--- config.mk ---
export PLATFORM = sky130hd
export DESIGN_NAME = i2s_sink
export DESIGN_NICKNAME = d
export VERILOG_FILES = /design/src/rtl/i2s_sink.sv
export SDC_FILE = /design/constraint.sdc
export NUM_CORES = 1
export LEC_CHECK = 0
export CORE_UTILIZATION = 55
export CTS_BUF_LIST = sky130_fd_sc_hd__clkbuf_4 sky130_fd_sc_hd__clkbuf_8 sky130_fd_sc_hd__clkbuf_16
export DETAILED_ROUTE_END_ITERATION = 7
export PLACE_DENSITY = 0.78
export SLEW_MARGIN = 30
export SYNTH_ARGS = -nofsm -noshare
export SYNTH_HDL_FRONTEND = slang
export SYNTH_SLANG_ARGS = --single-unit
--- constraint.sdc ---
create_clock -name clk -period 10 [get_ports clk]
set_input_delay 2 -clock clk [delete_from_list [all_inputs] [get_ports clk]]
set_output_delay 2 -clock clk [all_outputs]
set_load 0.05 [all_outputs]
--- src/rtl/i2s_sink.sv ---
// i2s_sink: I2S slave receiver. It oversamples bck/lrck/sdata in the clk domain and deserializes
// standard I2S: the MSB comes one bck after the LRCK edge, lrck low = left, lrck high = right.
// Complete {left, right} frames are buffered in a small FIFO with a ready/valid output.
//
// Ports:
//   clk          system clock (each bck phase must last >= 2 clk periods)
//   reset        asynchronous active-high reset
//   bck          I2S bit clock (asynchronous)
//   lrck         I2S word clock, 0 = left, 1 = right
//   sdata        I2S serial data, launched on bck falling edge
//   out_data     {left, right} frame at FIFO head
//   out_valid    FIFO non-empty
//   out_ready    downstream accepts head when out_valid && out_ready
//   fifo_count   frames held
//   overflow     sticky: complete frame dropped because FIFO full
//   frame_error  sticky: slot ended with fewer than SAMPLE_BITS data bits
//   clear_errors synchronous clear of both sticky flags
module i2s_sink #(
    parameter int unsigned SAMPLE_BITS = 24,
    parameter int unsigned FIFO_DEPTH  = 4,
    parameter int unsigned SYNC_STAGES = 2
) (
    input  logic                         clk,
    input  logic                         reset,
    input  logic                         bck,
    input  logic                         lrck,
    input  logic                         sdata,
    output logic [2*SAMPLE_BITS-1:0]     out_data,
    output logic                         out_valid,
    input  logic                         out_ready,
    output logic [$clog2(FIFO_DEPTH):0]  fifo_count,
    output logic                         overflow,
    output logic                         frame_error,
    input  logic                         clear_errors
);

    localparam int unsigned IdxW = $clog2(SAMPLE_BITS + 2);
    localparam int unsigned PtrW = $clog2(FIFO_DEPTH);
    localparam int unsigned CntW = PtrW + 1;
    localparam logic [IdxW-1:0] BitsFull = IdxW'(SAMPLE_BITS);
    localparam logic [IdxW-1:0] BitsSat  = IdxW'(SAMPLE_BITS + 1);
    localparam logic [CntW-1:0] CntFull  = CntW'(FIFO_DEPTH);

    typedef enum logic [1:0] {StSeek, StLeft, StRight} state_e;

    // Input synchronizers and bck edge detection
    logic [SYNC_STAGES-1:0] r_bck_sync, r_lrck_sync, r_sdata_sync;
    logic                   r_bck_prev;
    logic                   w_bck_s, w_lrck_s, w_sdata_s, w_strobe;

    assign w_bck_s   = r_bck_sync[SYNC_STAGES-1];
    assign w_lrck_s  = r_lrck_sync[SYNC_STAGES-1];
    assign w_sdata_s = r_sdata_sync[SYNC_STAGES-1];
    assign w_strobe  = w_bck_s & ~r_bck_prev;

    // Deserializer state
    state_e                 r_state, w_state_next;
    logic                   r_primed;
    logic                   r_lrck_prev;
    logic [IdxW-1:0]        r_bit_idx;
    logic [SAMPLE_BITS-1:0] r_shift;
    logic [SAMPLE_BITS-1:0] r_left_hold;
    logic                   r_left_ok;
    logic                   w_boundary, w_complete;
    logic                   w_left_done, w_left_clr, w_push, w_err_set;

    // The first strobe after reset only latches lrck: the reset value of lrck_prev is not a real
    // slot edge, so comparing against it could fake a boundary and a bogus short slot.
    assign w_boundary = w_strobe & r_primed & (w_lrck_s != r_lrck_prev);
    assign w_complete = (r_bit_idx >= BitsFull);

    always_ff @(posedge clk or posedge reset) begin
        if (reset) begin
            r_state <= StSeek;
        end else begin
            r_state <= w_state_next;
        end
    end

    always_comb begin
        w_state_next = r_state;
        w_left_done  = 1'b0;
        w_left_clr   = 1'b0;
        w_push       = 1'b0;
        w_err_set    = 1'b0;
        if (w_boundary) begin
            w_state_next = w_lrck_s ? StRight : StLeft;
            case (r_state)
                StLeft: begin
                    if (w_complete) begin
                        w_left_done = 1'b1;
                    end else begin
                        w_err_set  = 1'b1;
                        w_left_clr = 1'b1;
                    end
                end
                StRight: begin
                    if (w_complete) begin
                        w_push     = r_left_ok;
                        w_left_clr = 1'b1;
                    end else begin
                        w_err_set  = 1'b1;
                        w_left_clr = 1'b1;
                    end
                end
                default: ;  // StSeek: partial slot dropped without error
            endcase
        end
    end

    always_ff @(posedge clk or posedge reset) begin
        if (reset) begin
            r_bck_sync   <= '0;
            r_lrck_sync  <= '0;
            r_sdata_sync <= '0;
            r_bck_prev   <= 1'b0;
            r_primed     <= 1'b0;
            r_lrck_prev  <= 1'b0;
            r_bit_idx    <= '0;
            r_shift      <= '0;
            r_left_hold  <= '0;
            r_left_ok    <= 1'b0;
        end else begin
            r_bck_sync   <= {r_bck_sync[SYNC_STAGES-2:0], bck};
            r_lrck_sync  <= {r_lrck_sync[SYNC_STAGES-2:0], lrck};
            r_sdata_sync <= {r_sdata_sync[SYNC_STAGES-2:0], sdata};
            r_bck_prev   <= w_bck_s;
            if (w_strobe) begin
                r_primed    <= 1'b1;
                r_lrck_prev <= w_lrck_s;
                if (w_boundary) begin
                    r_bit_idx <= '0;
                end else if (r_bit_idx < BitsSat) begin
                    r_bit_idx <= r_bit_idx + IdxW'(1);
                    if (r_bit_idx < BitsFull) begin
                        r_shift <= {r_shift[SAMPLE_BITS-2:0], w_sdata_s};
                    end
                end
            end
            if (w_left_done) begin
                r_left_hold <= r_shift;
                r_left_ok   <= 1'b1;
            end else if (w_left_clr) begin
                r_left_ok <= 1'b0;
            end
        end
    end

    // Output frame FIFO
    logic [2*SAMPLE_BITS-1:0] r_mem [FIFO_DEPTH];
    logic [PtrW-1:0]          r_wr_ptr, r_rd_ptr;
    logic [CntW-1:0]          r_count;
    logic                     r_overflow, r_frame_error;
    logic                     w_full, w_pop, w_wr, w_ovf_set;

    assign w_full    = (r_count == CntFull);
    assign w_pop     = out_valid & out_ready;
    // When full, a push is only accepted if the head leaves in the same cycle
    assign w_wr      = w_push & (~w_full | w_pop);
    assign w_ovf_set = w_push & w_full & ~w_pop;

    always_ff @(posedge clk or posedge reset) begin
        if (reset) begin
            for (int i = 0; i < int'(FIFO_DEPTH); i++) begin
                r_mem[i] <= '0;
            end
        end else if (w_wr) begin
            r_mem[r_wr_ptr] <= {r_left_hold, r_shift};
        end
    end

    always_ff @(posedge clk or posedge reset) begin
        if (reset) begin
            r_wr_ptr      <= '0;
            r_rd_ptr      <= '0;
            r_count       <= '0;
            r_overflow    <= 1'b0;
            r_frame_error <= 1'b0;
        end else begin
            if (w_wr) begin
                r_wr_ptr <= r_wr_ptr + PtrW'(1);
            end
            if (w_pop) begin
                r_rd_ptr <= r_rd_ptr + PtrW'(1);
            end
            if (w_wr && !w_pop) begin
                r_count <= r_count + CntW'(1);
            end else if (!w_wr && w_pop) begin
                r_count <= r_count - CntW'(1);
            end
            // Set wins over a coincident clear
            if (w_ovf_set) begin
                r_overflow <= 1'b1;
            end else if (clear_errors) begin
                r_overflow <= 1'b0;
            end
            if (w_err_set) begin
                r_frame_error <= 1'b1;
            end else if (clear_errors) begin
                r_frame_error <= 1'b0;
            end
        end
    end

    assign out_data    = r_mem[r_rd_ptr];
    assign out_valid   = (r_count != '0);
    assign fifo_count  = r_count;
    assign overflow    = r_overflow;
    assign frame_error = r_frame_error;

endmodule
==> metrics.md <==
| Metric | Value |
|---|---|
| Outcome | complete, no violations |
| Port-buffer cells | 60 |
| CTS clk-pin slew, worst paths | 0.06 ns |
| Pre-CTS setup slack | 5.38 ns |
| Worst r2r path cells | 10 |
| Data arrival, critical path | ~3 ns |
| Buffers plus inverters on the worst setup path | 2 |
| Final nets | 749 |
| Share of the yosys chip area belonging to registers | 0.593 |
| CTS Root Cell | clkbuf_16 |
| WHS Endpoint | r_bck_sync[1] |
| Post-Syn Area | 11200 µm² |
| Clk sink count | about 270 |
| IR Drop Worst-Case VDD | 194 µV |
| Mapped Cells | about 670 |
| Reg-to-reg endpoint | fifo_count[2] |
| Hold path startpoint | r_bck_sync[0] |
| Final instance area | 13000 µm² |
| Mapped Nets | 688 |
| Top post-synthesis cells by area | dfrtp_1, mux2_2, mux4_2 |
| Minimum clock period | roughly 5.0 ns |
| Initial antenna violation count | 0 |
| HPWL after DPL | around 13 mm |
| Relative slew margins | 0.449 |
| Final Hold Vio Count | 0 |
| Synth Area per Inst | 16.7 µm² |
| TritonCTS clock tree | built |
| Overall fraction of global-route tracks in use | 0.226 |
| Detailed-route via count | 5998 |
| Max Freq | 201 MHz |
| DR iter-0 viols | 238 |
| Die height | 145 µm |
| Clock latency on the worst-skew pair | 0.52 ns |
| Die X | 145 µm |
| Share of the synthesized area in the top cell type | 0.593 |
| Layout area overhead | 16.0% |
| Grt total ovfl | 0 |
| Cells along the critical path | buf_12 > mux4_2 > clkdlybuf4s50_1 |
| Largest net degree at the start of global routing | 107 |
| Synthesis-stage register bit count | roughly 270 |
| Antenna fix cells | 0 |
| Post-CTS setup buffer count | 0 |
| Post-DRT Antenna Nets | 0 |
| Routed len/inst | between 20 and 25 µm |
| HP Class | reg2reg |
| Final setup violation count | 0 |
| CTS buffer count | 27 |
| CP Depth | 3 |
| Post-CTS Resized | 0 |
| Period utilisation layout | 0.498 |
| Leakage power | 6.32 nW |
| R2R Setup Slk | between 7 and 8 ns |
| CP max-delay cell | dfrtp_4 |
| Pre-antenna DRT Iters | 4 |
| Bufs on Longest Clock Path | 3 |
| Ratio of cells with drive above 1 in the final layout | 0.473 |
| Nature of the critical path endpoint | primary output |
| Number of global-route vias before repair | 6745 |
| Max H-tree Level | 1 |
| Total of warnings raised by yosys | 0 |
| Placed Cells | 969 |
| Worst Path Required | roughly 8.0 ns |
| Post-route setup TNS | 0 ns |
| CP max stage delay | 0.81 ns |
| Initial core utilization | 0.570 |
| Routed Wire Length | roughly 22 mm |
| Critical path startpoint category | flip-flop |
| Worst-path maximum fanout | 27 |
| Hold-fix buffers, CTS | 0 |
| Least-Margin Pin Slew | 0.826 ns |
| Max-cap violations | 0 |
| Fin cells | slightly above 1000 |
| Delay-heaviest family, CP | buffers and inverters |
| First-pass GRT wire length | 36.0 mm |
| Critical Setup Path Class | reg2out |
| Layout Skew | about 0.012 ns |
| Pwr dens | 204 nW/µm² |
| Cell taking the most area after synthesis | dfrtp_1 |
| DP Area | 12000 µm² |
| Die ar. | 21000 µm² |
| Setup slack after layout | 5.02 ns |
| Hold Path Depth | 0 |
| Core Box Area | around 20000 µm² |
| RR Startpoint | r_bck_prev |
| Via/cell ratio | 5.89 |
| # rows | 51 |
| Num ports | 61 |
| RSZ-0062 raised after global routing | false |
| Detailed-route DRC error count | 0 |
| Max-slew violation count | 0 |
| Gp weighted congestion | 0.750 |
| Count of cell types in the netlist | 35 |
==> metrics by stage <==
| step | hold WS [ns] | util | power (mW) |
|---|---|---|---|
| 3_5_place_dp | 0.337 | 0.611 | 1.59 |
| 6_report | 0.350 | 0.661 | 2.66 |
| 2_1_floorplan | 0.331 | - | 1.46 |
| 4_1_cts | 0.351 | 0.660 | 2.69 |
| 3_3_place_gp | 0.335 | 0.610 | 1.56 |
| 5_1_grt | 0.357 | 0.661 | 2.76 |
==> registers in the layout, summed over array words and instances, names as in the netlist, 2 cells and up <==
signal	cells
fifo_count	3
r_bck_sync	2
r_bit_idx	5
r_left_hold	24
r_lrck_sync	2
r_mem	192
r_rd_ptr	2
r_sdata_sync	2
r_shift	24
r_state	2
r_wr_ptr	2
==> Yosys cell counts <==
cell       instances
a21oi_1            2
a22o_1             3
a311o_1            1
a31oi_1            1
a41oi_1            1
buf_1              5
buf_2             15
buf_4              4
buf_6              8
clkbuf_1           5
dfrtp_1          266
fa_1               1
ha_1               8
inv_1              7
mux2_1             5
mux2_2           237
mux4_2            48
nand2_1           13
nand3_1            5
nand3b_1           1
nand4_1            2
nor2_1             6
nor2_2             1
nor2b_1            2
nor3_1             1
nor4_4             1
nor4b_1            2
o21ai_0            6
o2bb2ai_1          1
o311ai_0           1
o31ai_1            1
or2_2              3
or3_1              2
xnor2_1            5
xor2_1             2
==> worst max-delay path by stage <==
stage / from / end / slack, ns
final: r_rd_ptr[0] / out_data[18] / 5.02
after detailed placement: out_ready / r_mem[86] / 5.38
after global routing: r_rd_ptr[0] / out_data[18] / 4.87
after floorplan: reset / fifo_count[0] / 0.67
after global placement: out_ready / r_mem[109] / 5.37
after CTS: r_rd_ptr[0] / out_data[18] / 4.95
==> kinds of logic after synthesis <==
| logic type | Yosys count | synth area share |
|---|---|---|
| simple gates | 39 | 0.0187 |
| mux | 290 | 0.339 |
| buf+inv | 44 | 0.0231 |
| fa+ha+maj | 9 | 0.0107 |
| xor+xnor | 7 | 0.00546 |
| compound gates | 17 | 0.0104 |
| flops | 266 | 0.593 |
==> placed cells by master, fill, tap and decap left out, drive strengths merged, types with 2 or more instances in the layout <==
master,n
xor2,2
nand4,2
nand3,5
o21ai,6
nand2,13
bufinv,6
mux4,48
nor2,7
clkinv,7
xnor2,5
a21oi,2
a22o,3
buf,9
or3,2
inv,7
clkbuf,36
clkdlybuf4s50,60
ha,8
or2,3
mux2,242
dfrtp,266
nor2b,2
nor4b,2
==> power by group <==
part | internal, mW | switching (mW) | leakage [nW]
sequential | 1.12 | 0.121 | 3.64
clock | 0.692 | 0.404 | 0.497
combinational | 0.149 | 0.166 | 2.19
total | 1.97 | 0.690 | 6.32
==> cell type report <==
class                      instances  area (µm²)
sequential                       266        6660
clock buffer                      36         768
tap                              265         332
multi-input combinational        362        4330
timing repair buffer              69         688
clock inverter                    13         215
inverter                           7        33.8
fill                            1353        6690
==> layer usage <==
metal / vias to the layer above / track usage / routed length [µm]
met2: 100 / 0.392 / 11400
li1: 2591 / - / -
met3: 23 / 0.0342 / 674
met5: - / 0 / 0
met1: 3284 / 0.304 / 9550
met4: 0 / 0.0510 / 296
==> worst register-to-register path, stage by stage (launching register included) <==
cell      delay, ns
dfrtp_1        0.38
nand3b_1       0.29
nor2_2         0.41
nand3_1        0.18
nor3_1         0.25
ha_1           0.22
inv_1          0.06
fa_1           0.38
xor2_1         0.18
nor2_1         0.11
xor2_1         0.15
Note: power is estimated with default switching activity, not from simulation.
